### config.mk
export PLATFORM = sky130hd
export DESIGN_NAME = piso_shift_tx
export DESIGN_NICKNAME = d
export VERILOG_FILES = /design/src/rtl/piso_pkg.sv /design/src/rtl/piso_bit_cnt.sv /design/src/rtl/piso_shift_tx.sv
export SDC_FILE = /design/constraint.sdc
export NUM_CORES = 1
export LEC_CHECK = 0
export ABC_AREA = 0
export CAP_MARGIN = 20
export CORE_AREA = 10 10 47 49
export CTS_BUF_LIST = sky130_fd_sc_hd__clkbuf_2
export CTS_CLUSTER_DIAMETER = 40
export DETAILED_ROUTE_END_ITERATION = 16
export DIE_AREA = 0 0 57 59
export SYNTH_ARGS = -nofsm -noshare
export SYNTH_HDL_FRONTEND = slang
export SYNTH_SLANG_ARGS = --single-unit
### constraint.sdc
create_clock -name clk -period 2.5 [get_ports clk]
set_clock_uncertainty 0.2 [all_clocks]
set_input_delay 0.5 -clock clk [delete_from_list [all_inputs] [get_ports clk]]
set_output_delay 0.5 -clock clk [all_outputs]
set_load 0.02 [all_outputs]
### src/rtl/piso_pkg.sv
// Shared FSM encoding and sizing helper for the piso_shift_tx serializer.
// The PARITY state exists only when PISO_PARITY_EN is defined.
package piso_pkg;

`ifdef PISO_PARITY_EN
    typedef enum logic [1:0] {
        ST_IDLE   = 2'd0,
        ST_SHIFT  = 2'd1,
        ST_PARITY = 2'd2
    } piso_state_t;
`else
    typedef enum logic [1:0] {
        ST_IDLE  = 2'd0,
        ST_SHIFT = 2'd1
    } piso_state_t;
`endif

    // Bit-counter width; never below one bit so the smallest WIDTH still has a register.
    function automatic int cnt_width(input int w);
        return (w > 2) ? $clog2(w) : 1;
    endfunction

endpackage

### src/rtl/piso_bit_cnt.sv
// Bit index counter for piso_shift_tx: synchronous clear, enable, and a
// terminal-count flag at WIDTH-1. It saturates there rather than wrapping.
module piso_bit_cnt
    import piso_pkg::*;
#(
    parameter int WIDTH = 4,
    parameter int CW    = cnt_width(WIDTH)
) (
    input  logic          clk,
    input  logic          clr_n,
    input  logic          i_clear,
    input  logic          i_en,
    output logic [CW-1:0] o_cnt,
    output logic          o_tc
);

    logic [CW-1:0] r_cnt;
    logic          w_tc;

    assign w_tc = (r_cnt == CW'(WIDTH - 1));

    always_ff @(posedge clk or negedge clr_n) begin
        if (!clr_n) begin
            r_cnt <= '0;
        end else if (i_clear) begin
            r_cnt <= '0;
        end else if (i_en && !w_tc) begin
            r_cnt <= r_cnt + CW'(1);
        end
    end

    assign o_cnt = r_cnt;
    assign o_tc  = w_tc;

endmodule

### src/rtl/piso_shift_tx.sv
// Parallel-in serial-out transmitter with valid/ready on both sides.
// Optional even-parity bit after each frame when PISO_PARITY_EN is defined.
//
// Handshakes: a transfer happens on a rising edge where valid && ready; a
// source holds its payload stable while valid && !ready; ready never depends
// on the same port's valid.
module piso_shift_tx
    import piso_pkg::*;
#(
    parameter int WIDTH     = 4,
    parameter bit MSB_FIRST = 1'b1,
    parameter int CW        = cnt_width(WIDTH)
) (
    input  logic             clk,
    input  logic             clr_n,
    input  logic [WIDTH-1:0] d,
    input  logic             d_valid,
    output logic             d_ready,
    output logic             sout,
    output logic             sout_valid,
    input  logic             sout_ready,
    output logic             busy,
    output piso_state_t      o_dbg_state,
    output logic [CW-1:0]    o_dbg_cnt
);

    piso_state_t      r_state;
    logic [WIDTH-1:0] r_shreg;
    logic             r_sout_valid;
    logic             r_busy;
`ifdef PISO_PARITY_EN
    logic             r_par;
`endif

    logic             w_d_ready;
    logic             w_load;
    logic             w_bit_hs;
    logic             w_last_data_hs;
    logic             w_data_bit;
    logic             w_bit;
    logic [WIDTH-1:0] w_shreg_nxt;
    logic [CW-1:0]    w_cnt;
    logic             w_tc;

    assign w_data_bit  = MSB_FIRST ? r_shreg[WIDTH-1] : r_shreg[0];
    assign w_shreg_nxt = MSB_FIRST ? {r_shreg[WIDTH-2:0], 1'b0}
                                   : {1'b0, r_shreg[WIDTH-1:1]};

    assign w_bit_hs       = r_sout_valid && sout_ready;
    assign w_load         = d_valid && w_d_ready;
    assign w_last_data_hs = (r_state == ST_SHIFT) && w_bit_hs && w_tc;

    // Ready also opens on the final bit of a frame so the next word follows with no gap.
    always_comb begin
        w_d_ready = 1'b0;
        case (r_state)
            ST_IDLE:   w_d_ready = 1'b1;
`ifdef PISO_PARITY_EN
            ST_PARITY: w_d_ready = sout_ready;
`else
            ST_SHIFT:  w_d_ready = w_tc && sout_ready;
`endif
            default:   w_d_ready = 1'b0;
        endcase
    end

    piso_bit_cnt #(
        .WIDTH (WIDTH),
        .CW    (CW)
    ) u_bit_cnt (
        .clk     (clk),
        .clr_n   (clr_n),
        .i_clear (w_load || w_last_data_hs),
        .i_en    ((r_state == ST_SHIFT) && w_bit_hs),
        .o_cnt   (w_cnt),
        .o_tc    (w_tc)
    );

    always_ff @(posedge clk or negedge clr_n) begin
        if (!clr_n) begin
            r_state      <= ST_IDLE;
            r_shreg      <= '0;
            r_sout_valid <= 1'b0;
            r_busy       <= 1'b0;
`ifdef PISO_PARITY_EN
            r_par        <= 1'b0;
`endif
        end else begin
            case (r_state)
                ST_IDLE: begin
                    if (w_load) begin
                        r_state      <= ST_SHIFT;
                        r_shreg      <= d;
                        r_sout_valid <= 1'b1;
                        r_busy       <= 1'b1;
`ifdef PISO_PARITY_EN
                        r_par        <= 1'b0;
`endif
                    end
                end

                ST_SHIFT: begin
                    if (w_bit_hs) begin
`ifdef PISO_PARITY_EN
                        r_shreg <= w_shreg_nxt;
                        r_par   <= r_par ^ w_data_bit;
                        if (w_tc) begin
                            r_state <= ST_PARITY;
                        end
`else
                        if (w_tc && w_load) begin
                            r_shreg <= d;
                        end else if (w_tc) begin
                            r_shreg      <= w_shreg_nxt;
                            r_state      <= ST_IDLE;
                            r_sout_valid <= 1'b0;
                            r_busy       <= 1'b0;
                        end else begin
                            r_shreg <= w_shreg_nxt;
                        end
`endif
                    end
                end

`ifdef PISO_PARITY_EN
                ST_PARITY: begin
                    if (w_bit_hs) begin
                        if (w_load) begin
                            r_state <= ST_SHIFT;
                            r_shreg <= d;
                            r_par   <= 1'b0;
                        end else begin
                            r_state      <= ST_IDLE;
                            r_sout_valid <= 1'b0;
                            r_busy       <= 1'b0;
                        end
                    end
                end
`endif

                default: begin
                    r_state      <= ST_IDLE;
                    r_sout_valid <= 1'b0;
                    r_busy       <= 1'b0;
                end
            endcase
        end
    end

`ifdef PISO_PARITY_EN
    assign w_bit = (r_state == ST_PARITY) ? r_par : w_data_bit;
`else
    assign w_bit = w_data_bit;
`endif

    // Gate with valid so sout reads 0 whenever no bit is being offered.
    assign sout        = r_sout_valid & w_bit;
    assign sout_valid  = r_sout_valid;
    assign busy        = r_busy;
    assign d_ready     = w_d_ready;
    assign o_dbg_state = r_state;
    assign o_dbg_cnt   = w_cnt;

endmodule

=== Yosys cells after proc, flatten, opt, wreduce, memory -nomap -nowiden ===
Index checks and enable logic that the tools add are counted.

* Register bits after elaboration: 9
* Latch bits: 0
* RAM bits: 0
* ROM bits: 0
* Input bits: 8
* Output and inout bits: 8
* Word-level logic and storage cells: 43
* Memories kept: 0

* Add/sub/neg operators: 1
* $mul: 0
* Divide/modulo/power cells: 0
* $lt $le $gt $ge: 0
* Equality and inequality tests: 6
* Shifts and indexed selects: 0
* Muxes and demuxes: 17
* Bitwise gates (word level): 1
* Reductions and logical operators: 14

{| class="wikitable"
|+ Operators by type and width
! operator !! number
|-
| two-way mux 2 bit || 6
|-
| two-way mux 4 bit || 3
|-
| one-hot mux 4 bit (2 select lines) || 1
|-
| logical AND 1 bit || 7
|-
| != test 2 bit, second input constant || 3
|-
| two-way mux 1 bit || 4
|-
| one-hot mux 1 bit (2 select lines) || 2
|-
| one-hot mux 2 bit (2 select lines) || 1
|-
| AND reduction 4 bit || 1
|-
| nonzero test 2 bit || 2
|-
| AND reduction 3 bit || 1
|-
| adder 2 x 1 -> 2 bit, second input constant || 1
|-
| == test 2 x 1 -> 1 bit, second input constant || 1
|-
| == test 2 bit, second input constant || 1
|-
| logical NOT 2 bit || 1
|-
| != test 2 x 1 -> 1 bit, second input constant || 1
|-
| AND 1 bit || 1
|-
| logical NOT 1 bit || 1
|-
| logical OR 1 bit || 1
|}

=== Longest topological paths before layout ===
* Word-level depth: 8
* Mapped depth: 4
* Mapped depth without buffers: 4

=== Hierarchy ===
From an unflattened synthesis, not the netlist that was laid out.

* Cells, all modules: 47
* Area, all modules: 441.7 um^2

{| class="wikitable"
|+ By module, submodules not included
! module !! instances !! cells each !! area each (um^2) !! seq. area each (um^2)
|-
| piso_shift_tx || 1 || 37 || 317.8 || 125.1
|-
| piso_bit_cnt || 1 || 10 || 123.9 || 50.0
|}

=== Worst setup path after synthesis ===
OpenSTA, ideal clock, no wires.

* Path kind: reg-to-output
* Start point: register u_bit_cnt.r_cnt[0] (netlist: u_bit_cnt.o_cnt[0])
* End point: output port d_ready
* Arrival: 0.930 ns
* Setup slack: 0.870 ns
* Cell stages (with the launch flop): 4
* Buffers on the path: 0
* Cells stage by stage: dfrtp_1 ha_1 nand2_1 nand2_1

* Word-level cells in the longest chain between the ends: 3

{| class="wikitable"
|+ Ends and longest elaborated chain
! what !! line !! text
|-
| from (decl) || piso_bit_cnt.sv:17 || <nowiki>logic [CW-1:0] r_cnt;</nowiki>
|-
| from (signal assigned) || piso_bit_cnt.sv:28 || <nowiki>r_cnt <= r_cnt + CW'(1);</nowiki>
|-
| == test 2 bit || piso_bit_cnt.sv:20 || <nowiki>assign w_tc = (r_cnt == CW'(WIDTH - 1));</nowiki>
|-
| logical AND 1 bit || piso_shift_tx.sv:61 || <nowiki>ST_SHIFT: w_d_ready = w_tc && sout_ready;</nowiki>
|-
| one-hot mux 1 bit (2 select lines) || piso_shift_tx.sv:56 || <nowiki>case (r_state)</nowiki>
|-
| to (decl) || piso_shift_tx.sv:18 || <nowiki>output logic d_ready,</nowiki>
|}

Every way passes these cells.

=== Worst setup path after layout ===
* Start point: input port sout_ready
* End point: output port d_ready

* Word-level cells in the longest chain between the ends: 2

{| class="wikitable"
|+ Ends and longest elaborated chain
! what !! line !! text
|-
| from (decl) || piso_shift_tx.sv:21 || <nowiki>input logic sout_ready,</nowiki>
|-
| logical AND 1 bit || piso_shift_tx.sv:61 ||
|-
| one-hot mux 1 bit (2 select lines) || piso_shift_tx.sv:56 ||
|}

Every way passes these cells.

==> metrics <==
most frequent cell after synthesis=dfrtp_1; routed len/inst=11.63 um; Yosys top cell by area=dfrtp_1; Met1 Wirelength=418 um; CTS Root Cell=clkbuf_2; Port Buffers=14; most used flip-flop cell after synthesis=dfrtp_1; mean post-synth cell area=9.327 um2; via count of the first global-routing pass=353; gate count of the mapped netlist=44; number of DRC markers in iteration 0=4; Area contributors post-synth=dfrtp_1 (43%), buf_4 (5.5%), nand3_1 (4.9%); amount of wire on met2 after detailed routing=326 um; Max Used Layer=met4; number of antenna-violating nets in the routed design=0; Setup Fix Bufs, Post-CTS=0; Worst Hold Class=input port to async pin; count of final hold-check violations=0; portion of the clock cycle consumed by the worst path in the final layout=96.73%; P per Cell Area=910.2 nW/um2; category of the most critical setup path=input port to primary output; mean number of vias per cell=4.413; placement row count=14; top-area cell type share of the netlist area=42.68%; post-synthesis cell type count=21; grt ovf=0; TritonCTS clock tree=done; Post-synth ARST share=100.0%; post-synthesis sequential area ratio=42.68%; area of the die=3363 um2; count of boundary I/O pins=16; CTS resizes=0; number of sinks handled by clock tree synthesis=7; maximum ir drop on the vdd rail=473.0 uV; Total Routing Usage GR=5.522%; count of max-cap constraint violations=0; wire length of the first global-routing pass=1497 um; kind of start point of the critical path=input port; Period minus WS final=2.418 ns; number of detailed-route iterations in the first pass=3; hold-fix buffer count after cts=0; leakage power summed over all cells=0.2566 nW; die span in y=59 um; top post-synthesis cells by count=dfrtp_1 (7), nand3_1 (4), nor2_1 (4); routed length on met3=91 um; nets@finish=69; core region area=1401 um2; antenna diode count=0; CP required=1.80 ns; number of storage elements in the synthesis netlist=7; final number of max-transition violations=0; result of the run=complete, no violations; final setup TNS=0 ns; Critical Path Sink Type=primary output; insertion delay to the later sink of the worst-skew pair=0.23 ns; syn nets=53; clock transition at the registers of the reported paths=0.08 ns; maximum number of pins on one net before global-route repair=14; unrepaired setup endpoints after global routing=false; post-detailed-routing wire length=872 um; fraction of layout cells with a size suffix above 1=15.25%; DP HPWL=727.6 um; number of vias after detailed routing=331; number of DRC violations after detailed routing=0; number of antenna violations at the first check in global routing=0; worst setup margin=0.08176 ns; H-tree depth=1; end-of-flow core utilization=40.27%; largest driver fanout on the critical path=2; data arrival time of the critical path=1.72 ns; number of buffers between clock root and the deepest sink=2; global placer's final weighted congestion=0.6928; count of final setup violators=0; CTS Buf Count=3; synthesis-to-finish area growth=37.50%; post-synth design cell area=410.4 um2; Highest Clock Rate=413.5 MHz; post-placement worst setup slack=0.08015 ns; die outline width=57 um; count of yosys warnings during synthesis=0; Initial Utilization=29.29%; Post-synth EDFFs=0
[sequential cells by signal, summed over array words and instances (netlist names)]
signal and count:
r_shreg 4, u_bit_cnt.o_cnt 2, busy 1
[final cells by class]
class	instances	area (um2)
clock inverter	1	5.005
sequential	7	175.2
tap	16	20.02
fill	159	837.1
timing repair buffer	15	147.6
multi-input combinational	29	185.2
inverter	4	16.27
clock buffer	3	15.01
[placed cells by master (no fill, tap or decap), types with 3 or more instances in the layout]
| master | count |
|---|---|
| a31oi_1 | 3 |
| clkbuf_2 | 3 |
| clkdlybuf4s50_1 | 14 |
| dfrtp_1 | 7 |
| inv_1 | 3 |
| nand3_1 | 4 |
| nor2_1 | 4 |
| o21ai_0 | 3 |
[critical path: stages]
cell and delay [ns]:
clkdlybuf4s50_1 0.47, nand2_1 0.05, nand2_1 0.08, clkdlybuf4s50_1 0.61
[cells by family (layout without fill, tap and decap cells)]
group | Yosys count | after routing | share of synthesized area (%)
simple gates | 14 | 14 | 16.77
flops | 7 | 7 | 42.68
other cells | 1 | 1 | 0.9138
buf+inv | 8 | 23 | 12.19
mux | 2 | 2 | 6.097
compound gates | 11 | 11 | 18.29
fa+ha+maj | 1 | 1 | 3.048
[per-stage QoR]
step                      hold slack [ns]  std cells  power (W)  cell area [um2]
after floorplan                  0.004409         44  0.0003433            410.4
after CTS                          0.3167         75  0.0005221            564.3
after detailed placement           0.3255         71  0.0004392            544.3
after global routing               0.3071         75  0.0005606            564.3
after global placement             0.3226         71  0.0004371            544.3
final                              0.3173         75  0.0005136            564.3
[report_power, final]
group	switching [W]	leakage, nW	internal, W
logic	0.000117	0.158	0.000130
registers	0.0000372	0.0824	0.000150
clock network	0.0000431	0.0164	0.0000362
total	0.000197	0.257	0.000317
[path summary, 6_finish.rpt]
path / from / to / slack, ns / cells past startpoint
worst max-delay path: sout_ready / d_ready / 0.08 / 4
worst min-delay path: clr_n / r_shreg[2]$_DFFE_PN0P_ / 0.32 / 1
worst max register to register: u_bit_cnt.o_cnt[0]$_DFFE_PN0P_ / r_shreg[3]$_DFFE_PN0P_ / 1.01 / 4
worst min register to register: r_shreg[0]$_DFFE_PN0P_ / r_shreg[0]$_DFFE_PN0P_ / 0.34 / 2
max in group asynchronous: clr_n / r_shreg[0]$_DFFE_PN0P_ / 1.54 / 1
min in group clk: r_shreg[0]$_DFFE_PN0P_ / r_shreg[0]$_DFFE_PN0P_ / 0.34 / 2
[layer usage]
layer / track usage (%) / vias to the layer above
li1: - / 180
met1: 6.522 / 133
met2: 7.132 / 14
met3: 2.575 / 4
met4: 5.034 / 0
met5: 0 / -
Note: power is estimated with default switching activity, not from simulation.
